==> src/rtl/canvas_brush_if.sv <==
// Read-request and pixel-memory port bundle between the brush controller and its neighbours.
// The controller takes the slave view; the I2C side and the memory take the master view.
interface canvas_brush_if #(
  parameter int GRID_BITS = 4
) ();
  logic                   rd_req;
  logic [2*GRID_BITS-1:0] rd_addr;
  logic                   rd_ack;
  logic                   rd_valid;
  logic [2:0]             rd_data;
  logic                   mem_en;
  logic                   mem_we;
  logic [2*GRID_BITS-1:0] mem_addr;
  logic [2:0]             mem_wdata;
  logic [2:0]             mem_rdata;

  modport slave (
    input  rd_req, rd_addr, mem_rdata,
    output rd_ack, rd_valid, rd_data, mem_en, mem_we, mem_addr, mem_wdata
  );

  modport master (
    output rd_req, rd_addr, mem_rdata,
    input  rd_ack, rd_valid, rd_data, mem_en, mem_we, mem_addr, mem_wdata
  );
endinterface

==> src/rtl/canvas_brush_ctrl.sv <==
// Cursor/paint controller: debounced direction buttons with auto-repeat move a cursor,
// each move paints one pixel, and paint writes share the memory port with I2C reads.
module canvas_brush_ctrl #(
  parameter int GRID_BITS       = 4,
  parameter int DEBOUNCE_CYCLES = 50000,
  parameter int REPEAT_CYCLES   = 2500000
) (
  input  logic                   clk,
  input  logic                   rst_n,
  input  logic [3:0]             buttons,
  input  logic [2:0]             rgb_sel,
  input  logic                   brush,
  canvas_brush_if.slave          bus,
  output logic [2*GRID_BITS-1:0] cursor,
  output logic                   paint_busy
);

  localparam int AW = 2 * GRID_BITS;
  localparam int DW = $clog2(DEBOUNCE_CYCLES + 1);
  localparam int RW = $clog2(REPEAT_CYCLES + 1);
  localparam logic [DW-1:0] DB_TC = DW'(DEBOUNCE_CYCLES - 1);
  localparam logic [RW-1:0] RP_TC = RW'(REPEAT_CYCLES - 1);

  logic [3:0]    sync1, sync2, deb, ev;
  logic [DW-1:0] db_cnt [4];
  logic [RW-1:0] rp_cnt [4];

  // ev is a registered one-cycle pulse: press edge or repeat tick
  always_ff @(posedge clk or negedge rst_n) begin
    if (!rst_n) begin
      sync1 <= '0;
      sync2 <= '0;
      deb   <= '0;
      ev    <= '0;
      for (int i = 0; i < 4; i++) begin
        db_cnt[i] <= '0;
        rp_cnt[i] <= '0;
      end
    end else begin
      sync1 <= buttons;
      sync2 <= sync1;
      for (int i = 0; i < 4; i++) begin
        ev[i] <= 1'b0;
        if (sync2[i] == deb[i]) begin
          db_cnt[i] <= '0;
        end else if (db_cnt[i] == DB_TC) begin
          db_cnt[i] <= '0;
          deb[i]    <= ~deb[i];
          if (!deb[i]) ev[i] <= 1'b1;
        end else begin
          db_cnt[i] <= db_cnt[i] + DW'(1);
        end

        if (!deb[i]) begin
          rp_cnt[i] <= '0;
        end else if (rp_cnt[i] == RP_TC) begin
          rp_cnt[i] <= '0;
          ev[i]     <= 1'b1;
        end else begin
          rp_cnt[i] <= rp_cnt[i] + RW'(1);
        end
      end
    end
  end

  logic                 mv_x, mv_y, take;
  logic [GRID_BITS-1:0] cur_x, cur_y, nx, ny;

  always_comb begin
    cur_x = cursor[GRID_BITS-1:0];
    cur_y = cursor[AW-1:GRID_BITS];
    mv_x  = ev[1] ^ ev[0];
    mv_y  = ev[3] ^ ev[2];
    nx    = cur_x;
    ny    = cur_y;
    if (mv_x) nx = ev[1] ? cur_x + GRID_BITS'(1) : cur_x - GRID_BITS'(1);
    if (mv_y) ny = ev[2] ? cur_y + GRID_BITS'(1) : cur_y - GRID_BITS'(1);
    take  = (mv_x | mv_y) & ~paint_busy;
  end

  logic          mem_en, mem_we, rd_ack, rd_valid, last_w;
  logic [AW-1:0] mem_addr, wr_addr;
  logic [2:0]    mem_wdata, wr_data, rd_data_q;
  logic          wr_pend, rd_pend, gnt_w, gnt_r;

  // Requests already being served this cycle are masked so they are not granted twice.
  always_comb begin
    wr_pend = paint_busy & ~(mem_en & mem_we);
    rd_pend = bus.rd_req & ~rd_ack;
    gnt_w   = wr_pend & (~rd_pend | ~last_w);
    gnt_r   = rd_pend & ~gnt_w;
  end

  always_ff @(posedge clk or negedge rst_n) begin
    if (!rst_n) begin
      cursor     <= '0;
      paint_busy <= 1'b0;
      wr_addr    <= '0;
      wr_data    <= '0;
      mem_en     <= 1'b0;
      mem_we     <= 1'b0;
      mem_addr   <= '0;
      mem_wdata  <= '0;
      rd_ack     <= 1'b0;
      rd_valid   <= 1'b0;
      rd_data_q  <= '0;
      last_w     <= 1'b0;
    end else begin
      if (take) begin
        cursor     <= {ny, nx};
        paint_busy <= 1'b1;
        wr_addr    <= {ny, nx};
        wr_data    <= brush ? rgb_sel : 3'b000;
      end else if (mem_en && mem_we) begin
        paint_busy <= 1'b0;
      end

      mem_en   <= gnt_w | gnt_r;
      mem_we   <= gnt_w;
      rd_ack   <= gnt_r;
      rd_valid <= rd_ack;
      if (gnt_w) begin
        mem_addr  <= wr_addr;
        mem_wdata <= wr_data;
        last_w    <= 1'b1;
      end else if (gnt_r) begin
        mem_addr  <= bus.rd_addr;
        last_w    <= 1'b0;
      end
      if (rd_valid) rd_data_q <= bus.mem_rdata;
    end
  end

  // Memory data arrives in the rd_valid cycle, so pass it through then and hold it afterwards.
  assign bus.rd_data   = rd_valid ? bus.mem_rdata : rd_data_q;
  assign bus.rd_ack    = rd_ack;
  assign bus.rd_valid  = rd_valid;
  assign bus.mem_en    = mem_en;
  assign bus.mem_we    = mem_we;
  assign bus.mem_addr  = mem_addr;
  assign bus.mem_wdata = mem_wdata;

endmodule

==> src/flat_wrapper.sv <==
// flat-port wrapper written by rule: the top's interface ports become plain ports
module canvas_brush_ctrl_flat 
#(
  parameter int GRID_BITS       = 4,
  parameter int DEBOUNCE_CYCLES = 50000,
  parameter int REPEAT_CYCLES   = 2500000
)
  (clk, rst_n, buttons, rgb_sel, brush, cursor, paint_busy, bus_rd_req, bus_rd_addr, bus_mem_rdata, bus_rd_ack, bus_rd_valid, bus_rd_data, bus_mem_en, bus_mem_we, bus_mem_addr, bus_mem_wdata);
  canvas_brush_if #(.GRID_BITS(GRID_BITS)) bus_i ();
  input  logic clk;
  input  logic rst_n;
  input  logic [3:0] buttons;
  input  logic [2:0] rgb_sel;
  input  logic brush;
  output logic [2*GRID_BITS-1:0] cursor;
  output logic paint_busy;
  input wire logic [$bits(bus_i.rd_req)-1:0] bus_rd_req;
  input wire logic [$bits(bus_i.rd_addr)-1:0] bus_rd_addr;
  input wire logic [$bits(bus_i.mem_rdata)-1:0] bus_mem_rdata;
  output wire logic [$bits(bus_i.rd_ack)-1:0] bus_rd_ack;
  output wire logic [$bits(bus_i.rd_valid)-1:0] bus_rd_valid;
  output wire logic [$bits(bus_i.rd_data)-1:0] bus_rd_data;
  output wire logic [$bits(bus_i.mem_en)-1:0] bus_mem_en;
  output wire logic [$bits(bus_i.mem_we)-1:0] bus_mem_we;
  output wire logic [$bits(bus_i.mem_addr)-1:0] bus_mem_addr;
  output wire logic [$bits(bus_i.mem_wdata)-1:0] bus_mem_wdata;
  assign bus_i.rd_req = bus_rd_req;
  assign bus_i.rd_addr = bus_rd_addr;
  assign bus_i.mem_rdata = bus_mem_rdata;
  assign bus_rd_ack = bus_i.rd_ack;
  assign bus_rd_valid = bus_i.rd_valid;
  assign bus_rd_data = bus_i.rd_data;
  assign bus_mem_en = bus_i.mem_en;
  assign bus_mem_we = bus_i.mem_we;
  assign bus_mem_addr = bus_i.mem_addr;
  assign bus_mem_wdata = bus_i.mem_wdata;
  canvas_brush_ctrl #(.GRID_BITS(GRID_BITS), .DEBOUNCE_CYCLES(DEBOUNCE_CYCLES), .REPEAT_CYCLES(REPEAT_CYCLES)) u_core (.clk(clk), .rst_n(rst_n), .buttons(buttons), .rgb_sel(rgb_sel), .brush(brush), .bus(bus_i), .cursor(cursor), .paint_busy(paint_busy));
endmodule
==> config.mk <==
export PLATFORM = sky130hd
export DESIGN_NAME = canvas_brush_ctrl_flat
export DESIGN_NICKNAME = d
export VERILOG_FILES = /design/src/rtl/canvas_brush_if.sv /design/src/rtl/canvas_brush_ctrl.sv /design/src/flat_wrapper.sv
export SDC_FILE = /design/constraint.sdc
export NUM_CORES = 1
export LEC_CHECK = 0
export CORE_MARGIN = 1
export CORE_UTILIZATION = 60
export CTS_CLUSTER_SIZE = 30
export DETAILED_ROUTE_END_ITERATION = 16
export GPL_ROUTABILITY_DRIVEN = 0
export GPL_TIMING_DRIVEN = 0
export PLACE_DENSITY = 0.79
export SLEW_MARGIN = 20
export SYNTH_ARGS = -nofsm -noshare
export SYNTH_HDL_FRONTEND = slang
export SYNTH_SLANG_ARGS = --single-unit
==> constraint.sdc <==
create_clock -name clk -period 5.2 [get_ports clk]
set_input_delay 1.04 -clock clk [delete_from_list [all_inputs] [get_ports clk]]
set_output_delay 1.04 -clock clk [all_outputs]
set_load 0.01 [all_outputs]
After elaboration in Yosys (flattened, before gate mapping) --
Index checks and enable logic that the tools add are counted.
Operators by class: bitwise operators 25, $add $sub $neg 12, eq/ne operators 12, reduce and logical (&&, ||, !) cells 9, mux-type cells 46
Operators by type and width (count):
- $mux W22 | 8
- $mux W16 | 8
- $add A22 B1 Y22 const B | 4
- $eq A22 B22 Y1 const B | 4
- $add A16 B1 Y16 const B | 4
- $eq A16 B16 Y1 const B | 4
- $mux W1 | 24
- $mux W8 | 2
- $not A1 Y1 | 14
- $reduce_and A2 Y1 | 6
- $add A4 B1 Y4 const B | 2
- $mux W4 | 2
- $sub A4 B1 Y4 const B | 2
- $and A1 B1 Y1 | 6
- $mux W3 | 2
- $eq A1 B1 Y1 | 4
- $reduce_bool A2 Y1 | 2
- $or A1 B1 Y1 | 3
- $xor A1 B1 Y1 | 2
- $logic_and A1 B1 Y1 | 1
Word-level totals: bits of input ports 22, register bits after elaboration 199, output and inout bits 27, word-level logic and storage cells 131

Depth between registers and ports, before layout --
word-level depth 9, mapped depth 6, gate-level depth less buffers 6

Worst setup path before layout --
OpenSTA, ideal clock, no wires.
path kind input port to output port, from in bus_mem_rdata[0], to out bus_rd_data[0], data arrival time 1.323 ns, buffers on the path 0, path slack 2.837 ns, cell stages on the path 1, data required time 4.160 ns, path through mux2_2
Between the ends: word-level cells in the longest chain between the ends 1
RTL lines:
- start: declaration | line flat_wrapper.sv:19 | input wire logic [$bits(bus_i.mem_rdata)-1:0] bus_mem_rdata;
- $mux W3 | line canvas_brush_ctrl.sv:135 | assign bus.rd_data = rd_valid ? bus.mem_rdata : rd_data_q;
- end: declaration | line flat_wrapper.sv:22 | output wire logic [$bits(bus_i.rd_data)-1:0] bus_rd_data;
Every way passes these cells.

Final worst setup path --
from in bus_mem_rdata[1], to out bus_rd_data[1]
The elaborated chain is that of the path after synthesis.

==> metrics.yaml <==
cts:
  numCtsBuffers: 17
  clk_pin_slew_worst_paths_ps: 60
  clk_latency_ps: 440
  cts_setup_buffers: 0
  cts_tree: "done"
  cts.sinks: 199
  cts_resized: 0
  cts_buffer_depth: 2
  hold_buffers: 0
  cts-root-buf: "clkbuf_16"
  htreeDepth: 4
worst_setup_path:
  crit_top_cell: "clkdlybuf4s50_1"
  max_stage_delay_ps: 480
  path_class: "input port to output pin"
  rr_worst_depth: 5
  worstPathCellList: "clkdlybuf4s50_1, mux2_2, clkdlybuf4s50_1"
  cp-start-kind: "input port"
  setup.worst_path.end_class: "output pin"
  cp_data_required_time_ps: 4160
  arrival_ps: 2210
  crit_slowest_cell: "clkdlybuf4s50_1"
  cp_max_fo: 2
  crit_cells: 3
  crit_buf_inv: 2
  cp_top_family: "buffers and inverters"
yosys:
  synth_top_cells_by_count: "dfrtp_1, nor2_1, xnor2_1"
  synth_area_leader_cell: "dfrtp_1"
  syn_area_um2: 9520
  synth_top_area_share_pct: 52.3
  synth_area_per_cell_um2: 10.1
  synth.distinct_cells: 43
  ys_ff_latch: 199
  seq_area_frac_synth_pct: 52.3
  yosysWarnings: 0
  syn_nets: 980
  synth_ff_type: "dfrtp_1"
  syn_inst: 940
  synth_edf_count: 0
  yosysMostFrequentCell: "dfrtp_1"
  async_flop_share_pct: 100
  yosys-top-cells-area: "dfrtp_1, xnor2_1, nor2_1"
detailed_routing:
  vias: 7224
  drc_errors: 0
  wl_met3_um: 739
  dr.max_layer_used: "met4"
  drt-wirelength-per-cell_um: 15.0
  drt_iter0_drc: 398
  route.met2.wl_um: 9130
  vias_per_cell: 5.86
  wl_um: 18400
  drt_pass1_iterations: 5
  wl_met1_um: 8360
  ant_nets: 0
global_route:
  grt_pass1_wl_um: 32100
  grt_max_degree: 98
  track_usage_pct: 24.2
  gr-total-overflow: 0
  first_global_vias: 7141
  antenna_found_initial: 0
die:
  initial_core_util_pct: 62.0
  io_pins: 49
  core_um2: 15400
  dieArea_um2: 16400
  dieHeight_um: 128
  rows: 45
  die_w_um: 128
placed_design:
  portBuffers: 48
  place_ws_ps: 1940
  dpl.hpwl_um: 12600
  placed_cells: 1201
power_and_ir_drop:
  p_total_uw: 3050
  power_density_nw_per_um2: 279
  leakagePower_uw: 0.00444
  ir_worst_vdd_mv: 0.236
  clkPwrFrac_pct: 43.6
  power.switching_uw: 655
  pwr-share-seq_pct: 52.1
  switching_share_pct: 21.5
  p_comb_share_pct: 4.2
  internal_power_uw: 2400
hold_path:
  hold_depth: 0
  worstHoldPathType: "register to register"
layout:
  areaGrowthSynthToFinish_pct: 14.8
  antenna_cells: 0
  final_nets: 1049
  final-instance-count-excl-fill: 1233
  fillers: 1138
  drive_above_1_share_pct: 6.16
outcome:
  status: "finished clean"
sta:
  slew_violations: 0
  timing.slew.headroom_pct: 60.7
  setup_ws_ps: 1950
  finClkSkew_ps: 13.5
  hold_viol: 0
  worst_slew_pin_slew_ps: 588
  rsz0062_at_grt: "no"
  min_period_ps: 3250
  setup_viol: 0
  fmax_mhz: 308
  period_share_pct: 62.4
run:
  maxCapViolations: 0
[area by class of cell]
class                   instances  area, µm²  share of cell area (%)
flip-flops and latches        199       4980                    45.5
clock buffers                  22        484                    4.43
multi-input cells             686       4330                    39.6
inverters                      31        116                    1.06
clock inverters                10        120                    1.10
plain buffers                  24        103                   0.938
well taps                     211        264                    2.41
repair buffers                 50        541                    4.94
[state kept, by name, indices dropped and copies added, names as in the netlist, 4 cells and up]
signal and cells:
u_core.ev 4, u_core.rp_cnt 88, u_core.bus.mem_addr 8, u_core.sync2 4
u_core.db_cnt 64, u_core.cursor 8, u_core.sync1 4, u_core.deb 4
[cells in the final DEF (no fill, tap or decap), types with 6 or more instances in the layout]
cell	netlist	layout
nor4b_1	6	6
nor2_1	134	134
a21o_1	14	14
a21oi_1	44	44
and4_1	9	9
xor2_1	44	44
or4_1	13	13
nor3_1	18	18
nand3_1	52	52
clkbuf_16	0	17
xnor2_1	66	66
nand2_1	45	45
dfrtp_1	199	199
nand4_1	53	53
nor4_1	23	23
a22o_1	8	8
nor4bb_1	10	10
mux2_2	8	8
clkbuf_1	14	15
and3_1	19	19
buf_2	9	9
ha_1	16	16
or3_1	29	29
inv_1	31	31
o21ai_0	32	32
clkdlybuf4s50_1	0	47
o31ai_1	7	7
[routing by layer]
layer	vias up	global-route usage, %
met5	-	0
met4	0	7.06
met3	19	5.55
met2	144	41.6
met1	3568	30.7
li1	3493	-
[power by group through the flow]
| stage | Sequential [µW] | Combinational, µW | Clock (µW) |
|---|---|---|---|
| floorplan | 1620 | 40.4 | 0 |
| detailed placement | 1620 | 133 | 0 |
| global route | 1590 | 145 | 1420 |
| CTS | 1590 | 134 | 1360 |
| finish | 1590 | 130 | 1330 |
| global placement | 1620 | 124 | 0 |
[worst reg2reg max path: cells and delay by family (launching register included)]
family	cells	cell delay (ps)
buf+inv	1	430
flops	1	420
simple gates	3	640
compound gates	1	550
[stage by stage]
step / util (%) / area, µm² / TNS [ps] / hold WS [ps]
detailed placement: 67.2 / 10300 / 0 / 336
finish: 71.1 / 10900 / 0 / 349
CTS: 71.1 / 10900 / 0 / 351
global placement: 66.8 / 10300 / -990440 / 336
global route: 71.1 / 10900 / 0 / 353
floorplan: - / 9520 / 0 / 331
[final timing paths]
check | from | end | slack, ps
max reg2reg | u_core.rp_cnt[41] | u_core.rp_cnt[28] | 3030
max | bus_mem_rdata[1] | bus_rd_data[1] | 1950
max in group asynchronous | rst_n | u_core.rp_cnt[2] | 4100
min | u_core.sync1[0] | u_core.sync2[0] | 350
min reg2reg | u_core.sync1[0] | u_core.sync2[0] | 350
min in group asynchronous | rst_n | u_core.bus.mem_wdata[1] | 400
[cell families after synthesis]
group	count (synthesis)	share of synthesized area, %
and+or+nand+nor	431	24.0
DFF	199	52.3
AOI/OAI and AO/OA	117	7.65
xor gates and xnor gates	110	10.1
buffers and inverters	55	2.30
adders and majority gates	18	2.52
muxes	10	1.16
Power figures use the tool's default switching activity.
